--- src/rtl/lsu_pkg.sv ---
// lsu_pkg: definitions shared by the load/store unit.
//   - access size encodings carried on ls_size
//   - FSM state enum used by lsu
//   - cnt_width(): wait counter width, wide enough to hold TIMEOUT
package lsu_pkg;

    localparam logic [1:0] LS_BYTE = 2'b00;
    localparam logic [1:0] LS_HALF = 2'b01;
    localparam logic [1:0] LS_WORD = 2'b10;
    localparam logic [1:0] LS_ILL  = 2'b11;

    typedef enum logic [1:0] {
        ST_IDLE = 2'd0,
        ST_WAIT = 2'd1,
        ST_RESP = 2'd2,
        ST_ERR  = 2'd3
    } lsu_state_e;

    function automatic int cnt_width(input int timeout);
        return $clog2(timeout + 1);
    endfunction

endpackage

--- src/rtl/lsu_lane.sv ---
// lsu_lane: combinational byte-lane logic for the load/store unit.
//   size, off, unsigned_ld : access size, byte offset, zero-extend select
//   wdata                  : raw store data (rt)
//   rdata                  : raw word returned by memory
//   misaligned             : access cannot be issued (bad offset or size 11)
//   be, wdata_rep          : byte enables and lane-replicated store data
//   rdata_fmt              : extracted, sign/zero-extended load result
module lsu_lane
    import lsu_pkg::*;
(
    input  logic [1:0]  size,
    input  logic [1:0]  off,
    input  logic        unsigned_ld,
    input  logic [31:0] wdata,
    input  logic [31:0] rdata,
    output logic        misaligned,
    output logic [3:0]  be,
    output logic [31:0] wdata_rep,
    output logic [31:0] rdata_fmt
);

    logic [7:0]  byte_v;
    logic [15:0] half_v;

    assign misaligned = (size == LS_ILL)
                      || (size == LS_HALF && off[0])
                      || (size == LS_WORD && off != 2'b00);

    assign byte_v = rdata[8*off +: 8];
    assign half_v = off[1] ? rdata[31:16] : rdata[15:0];

    always_comb begin
        be        = 4'b0000;
        wdata_rep = 32'h0;
        rdata_fmt = 32'h0;
        case (size)
            LS_BYTE: begin
                be        = 4'b0001 << off;
                wdata_rep = {4{wdata[7:0]}};
                rdata_fmt = unsigned_ld ? {24'h0, byte_v} : {{24{byte_v[7]}}, byte_v};
            end
            LS_HALF: begin
                be        = off[1] ? 4'b1100 : 4'b0011;
                wdata_rep = {2{wdata[15:0]}};
                rdata_fmt = unsigned_ld ? {16'h0, half_v} : {{16{half_v[15]}}, half_v};
            end
            LS_WORD: begin
                be        = 4'b1111;
                wdata_rep = wdata;
                rdata_fmt = rdata;
            end
            default: ;
        endcase
    end

endmodule

--- src/rtl/lsu.sv ---
// lsu: load/store unit between the ALU and a variable-latency data memory.
//   clk, rstn                  : clock, async active-low reset
//   ls_valid/we/size/unsigned/addr/wdata : CPU access request (held until done/err)
//   ls_stall, ls_done, ls_err, ls_rdata  : CPU-side status and load result
//   mem_req/we/addr/be/wdata   : registered memory request, stable while waiting
//   mem_ack, mem_rdata         : memory completion and read data
//
// state | meaning
// IDLE  | no access; accept ls_valid, check alignment
// WAIT  | mem_req high, waiting for mem_ack or timeout
// RESP  | ls_done pulse, formatted load data on ls_rdata
// ERR   | ls_err pulse (misaligned, illegal size or timeout)
module lsu
    import lsu_pkg::*;
#(
    parameter int TIMEOUT = 255
) (
    input  logic        clk,
    input  logic        rstn,
    input  logic        ls_valid,
    input  logic        ls_we,
    input  logic [1:0]  ls_size,
    input  logic        ls_unsigned,
    input  logic [31:0] ls_addr,
    input  logic [31:0] ls_wdata,
    output logic        ls_stall,
    output logic        ls_done,
    output logic        ls_err,
    output logic [31:0] ls_rdata,
    output logic        mem_req,
    output logic        mem_we,
    output logic [31:0] mem_addr,
    output logic [3:0]  mem_be,
    output logic [31:0] mem_wdata,
    input  logic        mem_ack,
    input  logic [31:0] mem_rdata
);

    localparam int CNT_W = cnt_width(TIMEOUT);

    lsu_state_e       state_q, state_d;
    logic [CNT_W-1:0] cnt_q;
    logic             we_q, uns_q;
    logic [1:0]       size_q, off_q;
    logic [31:0]      rdata_q;

    logic             start, ack_hit, tmo;
    logic [1:0]       sel_size, sel_off;
    logic             sel_uns;
    logic             lane_mis;
    logic [3:0]       lane_be;
    logic [31:0]      lane_wdata, lane_rdata;

    // In IDLE the lane logic looks at the live request; afterwards at the latched copy.
    assign sel_size = (state_q == ST_IDLE) ? ls_size       : size_q;
    assign sel_off  = (state_q == ST_IDLE) ? ls_addr[1:0]  : off_q;
    assign sel_uns  = (state_q == ST_IDLE) ? ls_unsigned   : uns_q;

    lsu_lane u_lane (
        .size        (sel_size),
        .off         (sel_off),
        .unsigned_ld (sel_uns),
        .wdata       (ls_wdata),
        .rdata       (mem_rdata),
        .misaligned  (lane_mis),
        .be          (lane_be),
        .wdata_rep   (lane_wdata),
        .rdata_fmt   (lane_rdata)
    );

    always_ff @(posedge clk or negedge rstn) begin
        if (!rstn) state_q <= ST_IDLE;
        else       state_q <= state_d;
    end

    always_comb begin
        state_d = state_q;
        start   = 1'b0;
        ack_hit = 1'b0;
        tmo     = 1'b0;
        case (state_q)
            ST_IDLE: begin
                if (ls_valid) begin
                    if (lane_mis) begin
                        state_d = ST_ERR;
                    end else begin
                        state_d = ST_WAIT;
                        start   = 1'b1;
                    end
                end
            end
            ST_WAIT: begin
                // Ack takes priority over a timeout landing in the same cycle.
                if (mem_ack) begin
                    state_d = ST_RESP;
                    ack_hit = 1'b1;
                end else if (cnt_q + CNT_W'(1) == CNT_W'(TIMEOUT)) begin
                    state_d = ST_ERR;
                    tmo     = 1'b1;
                end
            end
            ST_RESP: state_d = ST_IDLE;
            ST_ERR:  state_d = ST_IDLE;
            default: state_d = ST_IDLE;
        endcase
    end

    assign ls_done  = (state_q == ST_RESP);
    assign ls_err   = (state_q == ST_ERR);
    assign ls_rdata = (ls_done && !we_q) ? rdata_q : 32'h0;
    assign ls_stall = ls_valid & ~ls_done & ~ls_err;

    always_ff @(posedge clk or negedge rstn) begin
        if (!rstn) begin
            mem_req   <= 1'b0;
            mem_we    <= 1'b0;
            mem_addr  <= 32'h0;
            mem_be    <= 4'h0;
            mem_wdata <= 32'h0;
            cnt_q     <= '0;
            we_q      <= 1'b0;
            uns_q     <= 1'b0;
            size_q    <= LS_BYTE;
            off_q     <= 2'b00;
            rdata_q   <= 32'h0;
        end else if (start) begin
            mem_req   <= 1'b1;
            mem_we    <= ls_we;
            mem_addr  <= {ls_addr[31:2], 2'b00};
            mem_be    <= lane_be;
            mem_wdata <= lane_wdata;
            cnt_q     <= '0;
            we_q      <= ls_we;
            uns_q     <= ls_unsigned;
            size_q    <= ls_size;
            off_q     <= ls_addr[1:0];
        end else if (state_q == ST_WAIT) begin
            if (ack_hit || tmo) begin
                // Return the bus to idle so nothing lingers after the access.
                mem_req   <= 1'b0;
                mem_we    <= 1'b0;
                mem_addr  <= 32'h0;
                mem_be    <= 4'h0;
                mem_wdata <= 32'h0;
                cnt_q     <= '0;
                if (ack_hit) rdata_q <= lane_rdata;
            end else begin
                cnt_q <= cnt_q + CNT_W'(1);
            end
        end
    end

endmodule

--- config.mk ---
export PLATFORM = sky130hd
export DESIGN_NAME = lsu
export DESIGN_NICKNAME = d
export VERILOG_FILES = /design/src/rtl/lsu_pkg.sv /design/src/rtl/lsu_lane.sv /design/src/rtl/lsu.sv
export SDC_FILE = /design/constraint.sdc
export NUM_CORES = 1
export LEC_CHECK = 0
export BUFFER_PORTS_ARGS = -buffer_cell sky130_fd_sc_hd__buf_4
export CORE_ASPECT_RATIO = 2
export CORE_MARGIN = 2
export CORE_UTILIZATION = 30
export DETAILED_ROUTE_END_ITERATION = 7
export GPL_TIMING_DRIVEN = 0
export PLACE_DENSITY_LB_ADDON = 0.3
export RECOVER_POWER = 100
export SLEW_MARGIN = 30
export SYNTH_ARGS = -nofsm -noshare
export SYNTH_HDL_FRONTEND = slang
export SYNTH_SLANG_ARGS = --single-unit
--- constraint.sdc ---
create_clock -name clk -period 3.32 [get_ports clk]
set_input_delay 0.166 -clock clk [delete_from_list [all_inputs] [get_ports clk]]
set_output_delay 0.166 -clock clk [all_outputs]
set_load 0.005 [all_outputs]
==> After elaboration in Yosys (flattened, before gate mapping) <==
Cells that the tools add are included.
{ "classes": {"n_mux": 38, "n_shift": 2, "bitwise": 5, "reduce_logical": 16, "n_eq_ne": 9, "add_sub_neg": 1} }
{ "op_table": {"columns": ["operator", "count"], "rows": [
  ["$mux 32", 7],
  ["$pmux 32 s3", 2],
  ["$shiftx 32x6->8", 1],
  ["$mux 8", 3],
  ["$mux 16", 1],
  ["$mux 4", 4],
  ["$mux 1", 13],
  ["$mux 2", 6],
  ["$pmux 4 s3", 1],
  ["$add 8x1->8 const B", 1],
  ["$eq 2x2->1 const B", 4],
  ["$eq 8x8->1 const B", 1],
  ["$pmux 2 s3", 1],
  ["$reduce_bool 2->1", 3],
  ["$eq 2x1->1 const B", 2],
  ["$logic_not 2->1", 2],
  ["$reduce_and 2->1", 2],
  ["$reduce_and 4->1", 1],
  ["$shl 1x2->4 const A", 1],
  ["$logic_and 1x1->1", 3],
  ["$logic_or 1x1->1", 3],
  ["$ne 3x3->1 const B", 1],
  ["$not 1->1", 3],
  ["$and 1x1->1", 2],
  ["other kinds (3)", 3]
]} }
{ "word_totals": {"output_inout_bits": 105, "wordCells": 83, "reg_bits": 118, "in_bits": 104} }

==> Longest topological paths before layout <==
Gate-level depths: netlist of run 1.
{ "logic_depth": {"ltp_word": 11, "mapped_depth": 9, "mapped_depth_nobuf": 7} }

==> By module <==
From an unflattened synthesis of run 1, not the netlist that was laid out.
{ "hier_totals": {"hier_cells": 569, "area_unflattened_um2": 5993.2} }
{ "by_module_without_submodules": {"columns": ["module", "seq_area_each_um2", "instances", "area_each_um2", "cells_each"], "rows": [
  ["lsu", 2902.8, 1, 4822.1, 374],
  ["lsu_lane", 0.0, 1, 1171.1, 195]
]} }

==> Worst setup path before layout of run 1 <==
Ideal clock, no wire load.
{ "synth_timing": {"kind": "register -> register", "from": "reg state_q[1]", "to": "reg rdata_q[1]", "setup_ns": 0.131, "required_ns": 3.189, "arrival_ns": 1.978, "path_stages_with_launch": 7, "synth_period_minus_slack_ns": 2.108, "path_slack_ns": 1.212, "path_buffers": 1, "path_cell_list": "dfrtp_1 -> buf_6 -> nor2_8 -> mux2i_2 -> mux4_2 -> a222oi_1 -> o21ai_1"} }
{ "synth_via": {"elab_chain_cells": 11, "word_cells_on_any_way": 26, "cone_classes": "eq/ne: 4; shift: 1; mux: 11; bitwise: 1; reduce/logical: 9"} }
{ "synth_lines": {"columns": ["item", "line_no", "source"], "rows": [
  ["start, declared", "lsu.sv:41", "lsu_state_e state_q, state_d;"],
  ["start signal, assigned", "lsu.sv:73", "else state_q <= state_d;"],
  ["parallel branches: the longest is 11 deep, another holds $shiftx 32x6->8", null, null],
  ["end signal, assigned", "lsu.sv:146", "if (ack_hit) rdata_q <= lane_rdata;"],
  ["end, declared", "lsu.sv:45", "logic [31:0] rdata_q;"]
]} }
Several ways; the timed one is not identified.
A chain may end at the register's enable or synchronous reset.

==> Final worst setup path of run 1 <==
{ "layout_timing": {"from": "reg state_q[1]", "to": "reg rdata_q[4]"} }
Same word-level chain as after synthesis.

==> flow_summary.ini, run 1 <==
[yosys]
ys_ff_latch = 116
async_reset_ff_share_pct = 100.0
ys_warn_count = 0
syn_avg_cell_area_um2 = 8.975
yosys.area.top_type = dfrtp_1
syn_area_mm2 = 0.006022
yosysUniqueCellTypes = 64
synthCells = 671
synth_edf_count = 0
synth_top_area_share_pct = 48.20
synth_ff_type = dfrtp_1
synth.area.top_cells = dfrtp_1 (48%), nand2_1 (10%), a21oi_1 (4.8%)
yosysSeqAreaShare_pct = 48.20

[global_routing]
antenna_found_initial = 0
grt_first_pass_wirelength_um = 35130
grt-ovfl-total = 0
grt_max_degree = 75
grt_usage_pct = 21.43
grt_pass1_vias = 6267

[critical_path]
arrival_ns = 3.23
cp.required_ns = 3.59
worstSetupStartpointType = flip-flop
crit_type = reg -> reg
crit_fanout = 10
cp-end-kind = flip-flop

[timing]
fin_crit_ns = 2.955
setup_viol = 0
worst_slew_pin_slew_ns = 1.898
skew_ns = 0.009025
grt_setup_unrepaired = no
fmax_ghz = 0.3384
finalHoldViolCount = 0
fin_crit_sh_pct = 89.01
final.setup.tns_ns = 0
maxSlewHeadroom_pct = -26.56
final_max_slew_viol_count = 75

[cells_and_area]
layout-drive-gt1-share_pct = 26.72
antenna_cells = 0
utilization_pct = 43.81
postLayoutCellArea_mm2 = 0.008683
syn_to_final_growth_pct = 44.19
nets = 1036

[placement]
postPlaceCellArea_mm2 = 0.007928
io_buffer_count = 205
routabilityCongestion = 0.9159
dp_hpwl_um = 17330

[clocking]
clock_latency_ns = 0.41
clock-sinks = 116
cts-buffers-inserted = 17
clkSlewWorstSetupHoldPaths_ns = 0.06
cts_tree = done
clock-root-buffer = clkbuf_16
cts_max_path_buffers = 2
h-tree-depth = 4
cts_resized = 0
postCtsSetupBuffers = 0

[floorplanning]
die_x_um = 104.2
num_rows = 73
ios = 209
core_mm2 = 0.01982
start_util_pct = 30.38
die_y_um = 204.4
dieArea_mm2 = 0.02129

[power_and_ir_drop]
peakVddDrop_mv = 0.3713
leakage_nw = 3.939
power_mw = 7.768
powerDensity_mw_per_mm2 = 894.6

[drt]
via_count = 6110
avgRoutedWirePerCell_um = 18.78
dr.pass1.iters = 5
ant_nets = 0
dr_wl_met3_um = 1151
routed_via_density = 5.071
drtIter0Drc = 355
post-route-drc-count = 0
dr_wl_met2_um = 12340
wirelength_um = 22640
dr.max_layer_used = met4
drt-met1-wl_um = 8048

[job]
max_cap_violations = 1

[outcome]
status = finished, violations left
violations = max-capacitance violations, max-slew violations

[min_path]
min_path_type = in -> reg
[synth_stat cells (all sizes together), types with 2 or more instances]
cell and count:
o22a 2, o211ai 11, a31oi 3, o32ai 2, a211oi 9, nand2 166, buf 25, nand3b 2
nor2b 7, a221oi 10, a22oi 9, mux4 5, nor3 17, clkbuf 26, dfrtp 116, mux2i 8
o22ai 5, mux2 4, a31o 2, nand3 42, a311oi 8, a21oi 60, nand4 2, or2 3
inv 5, or3 2, nor2 39, a222oi 7, ha 2, o21ai 15, nand2b 5, and2 36
[metal layers]
metal	GRT usage (%)	vias to the layer above
met5	0	-
met4	12.11	0
met3	4.464	55
met2	40.23	243
met1	21.75	2937
li1	-	2875
[sequential cells by signal (all words and copies together) (netlist names)]
name / count
mem_be: 4
mem_we: 1
mem_wdata: 32
state_q: 2
mem_addr: 30
mem_req: 1
rdata_q: 32
size_q: 2
uns_q: 1
cnt_q: 8
we_q: 1
off_q: 2
[layout by cell type (no fill, tap or decap), types with 4 or more instances in the layout]
cell,n
a211oi_1,9
a21oi_1,59
a221oi_1,9
a222oi_1,7
a22oi_1,9
a311oi_1,8
and2_0,25
and2_1,11
buf_2,9
buf_4,128
buf_6,6
clkbuf_1,59
clkbuf_16,17
clkbuf_4,52
clkinvlp_4,5
dfrtp_1,116
dlygate4sd3_1,33
inv_1,5
inv_6,4
mux2_2,4
mux2i_1,6
mux4_2,5
nand2_1,166
nand2b_1,5
nand3_1,42
nor2_1,36
nor2b_1,7
nor3_1,17
o211ai_1,10
o21ai_0,9
o21ai_1,5
o22ai_1,5
[power breakdown]
part	leakage, nW	switching [mW]	internal, mW
Clock	0.269	0.723	1.08
Sequential	1.52	0.405	2.04
Combinational	2.15	2.04	1.48
[per-stage QoR]
stage	std cells	setup WS (ns)	hold WS [ns]
6_report	1205	0.3649	0.01239
3_3_place_gp	1139	0.6350	0.3792
3_5_place_dp	1140	0.6049	0.09500
5_1_grt	1205	0.2551	0.006409
4_1_cts	1205	0.5883	0.001458
2_1_floorplan	672	1.212	-0.1296
[logic make-up after synthesis]
logic type                 count (synthesis)  share of synthesized area, %
AOI/OAI and AO/OA                        149                         16.83
xor gates and xnor gates                   2                        0.2909
adders and majority gates                  2                        0.4155
buffers and inverters                     56                         4.841
DFF                                      116                         48.20
muxes                                     17                         4.218
other                                      1                       0.06227
and+or+nand+nor                          328                         25.14
[critical path: stages (launching register included)]
cell	delay, ns
dfrtp_1	0.37
clkbuf_1	0.27
nor2_8	0.29
mux2i_2	0.60
mux4_2	0.59
a222oi_1	0.58
o21ai_1	0.11
[cell type report]
cell class | instances | area, µm²
fill | 1984 | 11140
sequential | 116 | 2903
multi-input combinational | 500 | 2820
timing repair buffer | 239 | 1780
clock buffer | 19 | 452.9
tap | 262 | 327.8
buffer | 51 | 259.0
clock inverter | 13 | 121.4
inverter | 5 | 18.77
[path summary, 6_finish.rpt]
check / from / endpoint / slack, ns / depth (start not counted)
min in group asynchronous: rstn / cnt_q[2]$_DFFE_PN0P_ / 0.24 / 2
max in group asynchronous: rstn / mem_wdata[14]$_DFFE_PN0P_ / 0.94 / 3
hold reg to reg: uns_q$_DFFE_PN0P_ / uns_q$_DFFE_PN0P_ / 0.48 / 2
hold / removal: ls_size[0] / size_q[0]$_DFFE_PN0P_ / 0.01 / 3
setup / recovery: state_q[1]$_DFFE_PN0P_ / rdata_q[4]$_DFFE_PN0P_ / 0.36 / 6
setup reg to reg: state_q[1]$_DFFE_PN0P_ / rdata_q[4]$_DFFE_PN0P_ / 0.36 / 6
[timing repair]
item	CTS	global route
setup endpoints to repair	0	0
hold buffers	33	0
endpoints found under the hold margin	74	0
No activity file was read; power rests on OpenSTA's default activity.
==> run 2, diff against run 1 <==
ABC_AREA = 1   (was default)
CAP_MARGIN = 20   (was default)
==> flow_summary.ini, run 2 <==
[critical_path]
crit_chain = inv_1 -> nand2_1 -> nand2_1 -> o21ai_0 -> nor2_1 -> nand4_1 -> buf_2 -> nand2_1 -> nand2_1 -> nand2_1
crit_top_cell = nand2_1
cpPeakStageDelay_ns = 0.59
critPathSlowestCell = nor2_1
arrival_ns = 3.02
cp-end-kind = flip-flop
cp_top_family = simple AND/OR/NAND/NOR gates
crit_buf_inv = 2
crit_fanout = 10
worstSetupStartpointType = flip-flop
crit_type = reg -> reg
cp.required_ns = 3.68

[cells_and_area]
layout-drive-gt1-share_pct = 19.78
syn_to_final_growth_pct = 42.47
seqCellArea_mm2 = 0.002903
fillCellCount = 2267
largestRegisters = mem_wdata: 32 flops, rdata_q: 32 flops, mem_addr: 30 flops
final_common_cell = nand2_1
multi_input_area_mm2 = 0.002985
nets = 1347
final_cell_mix = nand2_1 (406), dfrtp_1 (116), nor2_1 (112)

[drt]
drtIter0Drc = 382
drt-met1-wl_um = 8486
wirelength_um = 23710
avgRoutedWirePerCell_um = 15.52
dr.pass1.iters = 7
routed_via_density = 4.593
dr.max_layer_used = met4
ant_nets = 0
dr_wl_met3_um = 1224
dr_wl_met2_um = 12900
post-route-drc-count = 0
via_count = 7018

[placement]
routabilityCongestion = 0.9071
io_buffer_count = 206
dp_hpwl_um = 18200

[timing]
maxSlewHeadroom_pct = -42.01
final_max_slew_viol_count = 36
fin_crit_ns = 2.658
fmax_ghz = 0.3762
worst_slew_pin_slew_ns = 2.130
final.setup.tns_ns = 0
setup_viol = 0
skew_ns = 0.009120
grt_setup_unrepaired = no
finalHoldViolCount = 0
fin_crit_sh_pct = 80.07
timing.hold.ws_ns = 0.04288

[yosys]
synth_common_cells = nand2_1 (404), dfrtp_1 (116), nor2_1 (111)
synth_ff_type = dfrtp_1
yosys.area.top_type = dfrtp_1
synth_edf_count = 0
syn_avg_cell_area_um2 = 6.788
syn_area_mm2 = 0.006605
yosysUniqueCellTypes = 29
ys_warn_count = 0
yosysMostFrequentCell = nand2_1
ys_ff_latch = 116
synth_top_area_share_pct = 43.95
yosysSeqAreaShare_pct = 43.95
synthCells = 973
synth.area.top_cells = dfrtp_1 (44%), nand2_1 (23%), nor2_1 (6.3%)
async_reset_ff_share_pct = 100.0

[outcome]
violations = max-capacitance violations, max-slew violations
status = finished, violations left

[floorplanning]
core_mm2 = 0.02159
num_rows = 76
dieArea_mm2 = 0.02329
start_util_pct = 30.60
die_x_um = 108.9
ios = 209
die_y_um = 213.8

[clocking]
clock-sinks = 116
h-tree-depth = 4
clock-root-buffer = clkbuf_16
clkSlewWorstSetupHoldPaths_ns = 0.06
cts-buffers-inserted = 17
postCtsSetupBuffers = 0
clock_latency_ns = 0.42
cts_max_path_buffers = 2
cts_tree = done

[power_and_ir_drop]
power.share.clock_pct = 23.9
p_int_mw = 4.713
switching_share_pct = 44.14
comb_power_share_pct = 49.7
power_frac_seq_pct = 26.4
powerDensity_mw_per_mm2 = 896.5
peakVddDrop_mv = 0.3331
leakage_nw = 5.185
p_switching_mw = 3.723

[job]
max_cap_violations = 1

[global_routing]
grt_first_pass_wirelength_um = 36850
grt_usage_pct = 20.72
antenna_found_initial = 1
grt-ovfl-total = 0
grt_pass1_vias = 7134
grt_max_degree = 82

[min_path]
min_path_type = in -> reg
## run 2: power by group through the flow
stage	clock, mW	sequential, mW	combinational (mW)
final	2.02	2.23	4.19
after global routing	2.11	2.29	4.74
after CTS	2.05	2.24	4.39
after detailed placement	0	2.26	4.33
after global placement	0	2.24	4.29
after floorplan	0	2.22	2.66
## run 2: layout make-up
cell class | instances | area share, %
Inverter | 108 | 4.308
Clock buffer | 18 | 4.667
Multi-Input combinational cell | 700 | 31.72
Clock inverter | 14 | 2.114
Buffer | 50 | 2.792
Tap cell | 273 | 3.630
Antenna cell | 1 | 0.02659
Timing Repair Buffer | 248 | 19.89
Sequential cell | 116 | 30.85
## run 2: kinds of logic after synthesis
logic type	after synthesis	synth area share, %
compound gates	77	6.857
simple gates	619	38.55
buf+inv	158	10.21
fa+ha+maj	2	0.3788
flops	116	43.95
other cells	1	0.05677
## run 2: through the flow
stage | area [µm²] | power (mW) | cells | util [%] | setup WS [ns]
2_1_floorplan | 6609 | 4.884 | 974 | - | 1.491
3_3_place_gp | 8497 | 6.530 | 1453 | 39.36 | 0.9617
3_5_place_dp | 8532 | 6.590 | 1454 | 39.53 | 0.9227
4_1_cts | 9580 | 8.683 | 1527 | 44.38 | 0.9022
5_1_grt | 9410 | 9.146 | 1528 | 43.59 | 0.3995
6_report | 9410 | 8.436 | 1528 | 43.59 | 0.6618
## run 2: worst paths after layout
check | from | endpoint | slack (ns) | depth (start not counted)
max | state_q[1]$_DFFE_PN0P_ | rdata_q[8]$_DFFE_PN0P_ | 0.66 | 10
min | ls_size[1] | size_q[1]$_DFFE_PN0P_ | 0.04 | 3
max reg2reg | state_q[1]$_DFFE_PN0P_ | rdata_q[8]$_DFFE_PN0P_ | 0.66 | 10
min reg2reg | rdata_q[30]$_DFFE_PN0P_ | rdata_q[30]$_DFFE_PN0P_ | 0.48 | 2
max in group asynchronous | rstn | mem_wdata[20]$_DFFE_PN0P_ | 1.17 | 3
min in group asynchronous | rstn | rdata_q[3]$_DFFE_PN0P_ | 0.90 | 2
## run 2: timing repair
item                                    in CTS  in global routing
hold endpoints to repair                    77                  0
hold buffers                                41                  0
gates resized for setup                      0                  0
endpoints found under the setup margin       0                  0
## run 2: metal layers
metal	vias up	GRT usage, %
met5	-	0
met4	0	11.32
met3	52	4.134
met2	241	38.42
met1	3203	21.18
li1	3522	-
## run 2: worst min-delay path, delay by kind of cell
family | cells | cell delay (ns)
buf+inv | 2 | 0.17
compound gates | 1 | 0.08
==> run 3, diff against run 2 <==
ABC_AREA = 0   (was 1)
clock period = 2.79 ns   (was 3.32 ns; I/O delays follow)
==> flow_summary.ini, run 3 (same netlist as run 1, synthesis figures left out) <==
[outcome]
status = finished, violations left
violations = max-capacitance violations, max-slew violations

[critical_path]
crit_fanout = 10
rr_startpoint = state_q[0]$_DFFE_PN0P_
r2r_cells = 6
r2r_end = rdata_q[0]$_DFFE_PN0P_
arrival_ns = 3.02
crit_type = reg -> reg
r2r_slack_ns = 0.04
cp-startpoint = state_q[0]$_DFFE_PN0P_
cp-end-kind = flip-flop
endpoint = rdata_q[0]$_DFFE_PN0P_
cp.required_ns = 3.06
worstSetupStartpointType = flip-flop

[floorplanning]
start_util_pct = 30.38
num_rows = 73
die_y_um = 204.4
dieArea_mm2 = 0.02129
core_mm2 = 0.01982
die_x_um = 104.2
ios = 209

[timing]
grt_setup_unrepaired = no
fin_crit_ns = 2.747
skew_ns = 0.008933
final_max_slew_viol_count = 43
finalHoldViolCount = 0
final.setup.tns_ns = 0
maxSlewHeadroom_pct = -44.59
setup_viol = 0
worst_slew_pin_slew_ns = 2.169
fin_crit_sh_pct = 98.44
worst_slack_ns = 0.04344
fmax_ghz = 0.3641

[power_and_ir_drop]
leakage_nw = 4.052
powerDensity_mw_per_mm2 = 1037
power_mw = 9.270
peakVddDrop_mv = 0.4425

[cells_and_area]
final_common_cell = nand2_1
syn_to_final_growth_pct = 48.43
seqCellArea_mm2 = 0.002903
final_cell_mix = nand2_1 (166), buf_4 (128), dfrtp_1 (116)
nets = 1059
multi_input_area_mm2 = 0.002836
largestRegisters = mem_wdata: 32 flops, rdata_q: 32 flops, mem_addr: 30 flops
layout-drive-gt1-share_pct = 25.88
antenna_cells = 0
fillCellCount = 1954

[clocking]
cts_max_path_buffers = 2
h-tree-depth = 4
clock_latency_ns = 0.41
cts_tree = done
clock-sinks = 116
cts-buffers-inserted = 17
postCtsSetupBuffers = 0
clock-root-buffer = clkbuf_16
clkSlewWorstSetupHoldPaths_ns = 0.06

[global_routing]
grt_pass1_vias = 6392
grt-ovfl-total = 0
grt_max_degree = 75
antenna_found_initial = 0
grt_usage_pct = 21.59
grt_first_pass_wirelength_um = 35510

[drt]
post-route-drc-count = 0
routed_via_density = 5.009
dr.pass1.iters = 5
wirelength_um = 22870
avgRoutedWirePerCell_um = 18.62
drtIter0Drc = 334
ant_nets = 0
via_count = 6151

[placement]
routabilityCongestion = 0.9159
dp_hpwl_um = 17330
io_buffer_count = 205
dpl_worst_slack_ns = 0.07486

[job]
max_cap_violations = 1

[min_path]
min_path_type = in -> reg
==> run 3: layout make-up <==
type                            count  area share (%)
Sequential cell                   116           32.47
Inverter                            5          0.2100
Multi-Input combinational cell    500           31.73
Buffer                             51           2.814
Tap cell                          262           3.667
Clock buffer                       19           5.067
Timing Repair Buffer              262           22.68
Clock inverter                     13           1.358
==> run 3: through the flow <==
stage	area, µm²	hold slack, ns	cells	util (%)
final	8939	0.01579	1228	45.10
after global routing	8939	0.01430	1228	45.10
after CTS	9062	0.0006127	1228	45.72
after detailed placement	7928	0.06850	1140	40.00
after global placement	7893	0.3527	1139	39.82
after floorplan	6026	-0.1561	672	-
==> run 3: worst max-delay path: stages, from the launching register on <==
cell and delay (ns):
dfrtp_1 0.37, buf_4 0.19, nor2_8 0.21, mux2i_4 0.50, mux4_2 0.57, a222oi_1 0.63
o21ai_1 0.12
==> run 3: routing by layer <==
metal / vias to the layer above / global-route usage [%] / part of all wire (%)
met5: - / 0 / 0
met1: 2923 / 21.91 / 36
li1: 2923 / - / -
met4: 0 / 12.16 / 4.8
met3: 58 / 4.241 / 4.9
met2: 247 / 40.72 / 55
==> run 3: what timing repair did <==
action,in CTS,in global routing
hold buffers,56,0
resized for setup,0,1
hold endpoints to repair,97,0
setup endpoints to repair,0,1
==> run 3: worst min-delay path by stage <==
stage	slack [ns]	to	start	cells after the start
3_5_place_dp	0.07	cnt_q[2]$_DFFE_PN0P_	rstn	1
3_3_place_gp	0.35	uns_q$_DFFE_PN0P_	ls_unsigned	3
6_report	0.02	rdata_q[22]$_DFFE_PN0P_	mem_rdata[22]	3
4_1_cts	0.0006	mem_wdata[22]$_DFFE_PN0P_	ls_wdata[22]	3
5_1_grt	0.01	rdata_q[22]$_DFFE_PN0P_	mem_rdata[22]	3
2_1_floorplan	-0.16	cnt_q[0]$_DFFE_PN0P_	rstn	0
==> run 3: power breakdown <==
part | switching [mW] | internal, mW | total, mW
sequential | 0.483 | 2.43 | 2.91
clock | 0.860 | 1.28 | 2.14
combinational | 2.44 | 1.78 | 4.22
total | 3.78 | 5.49 | 9.27
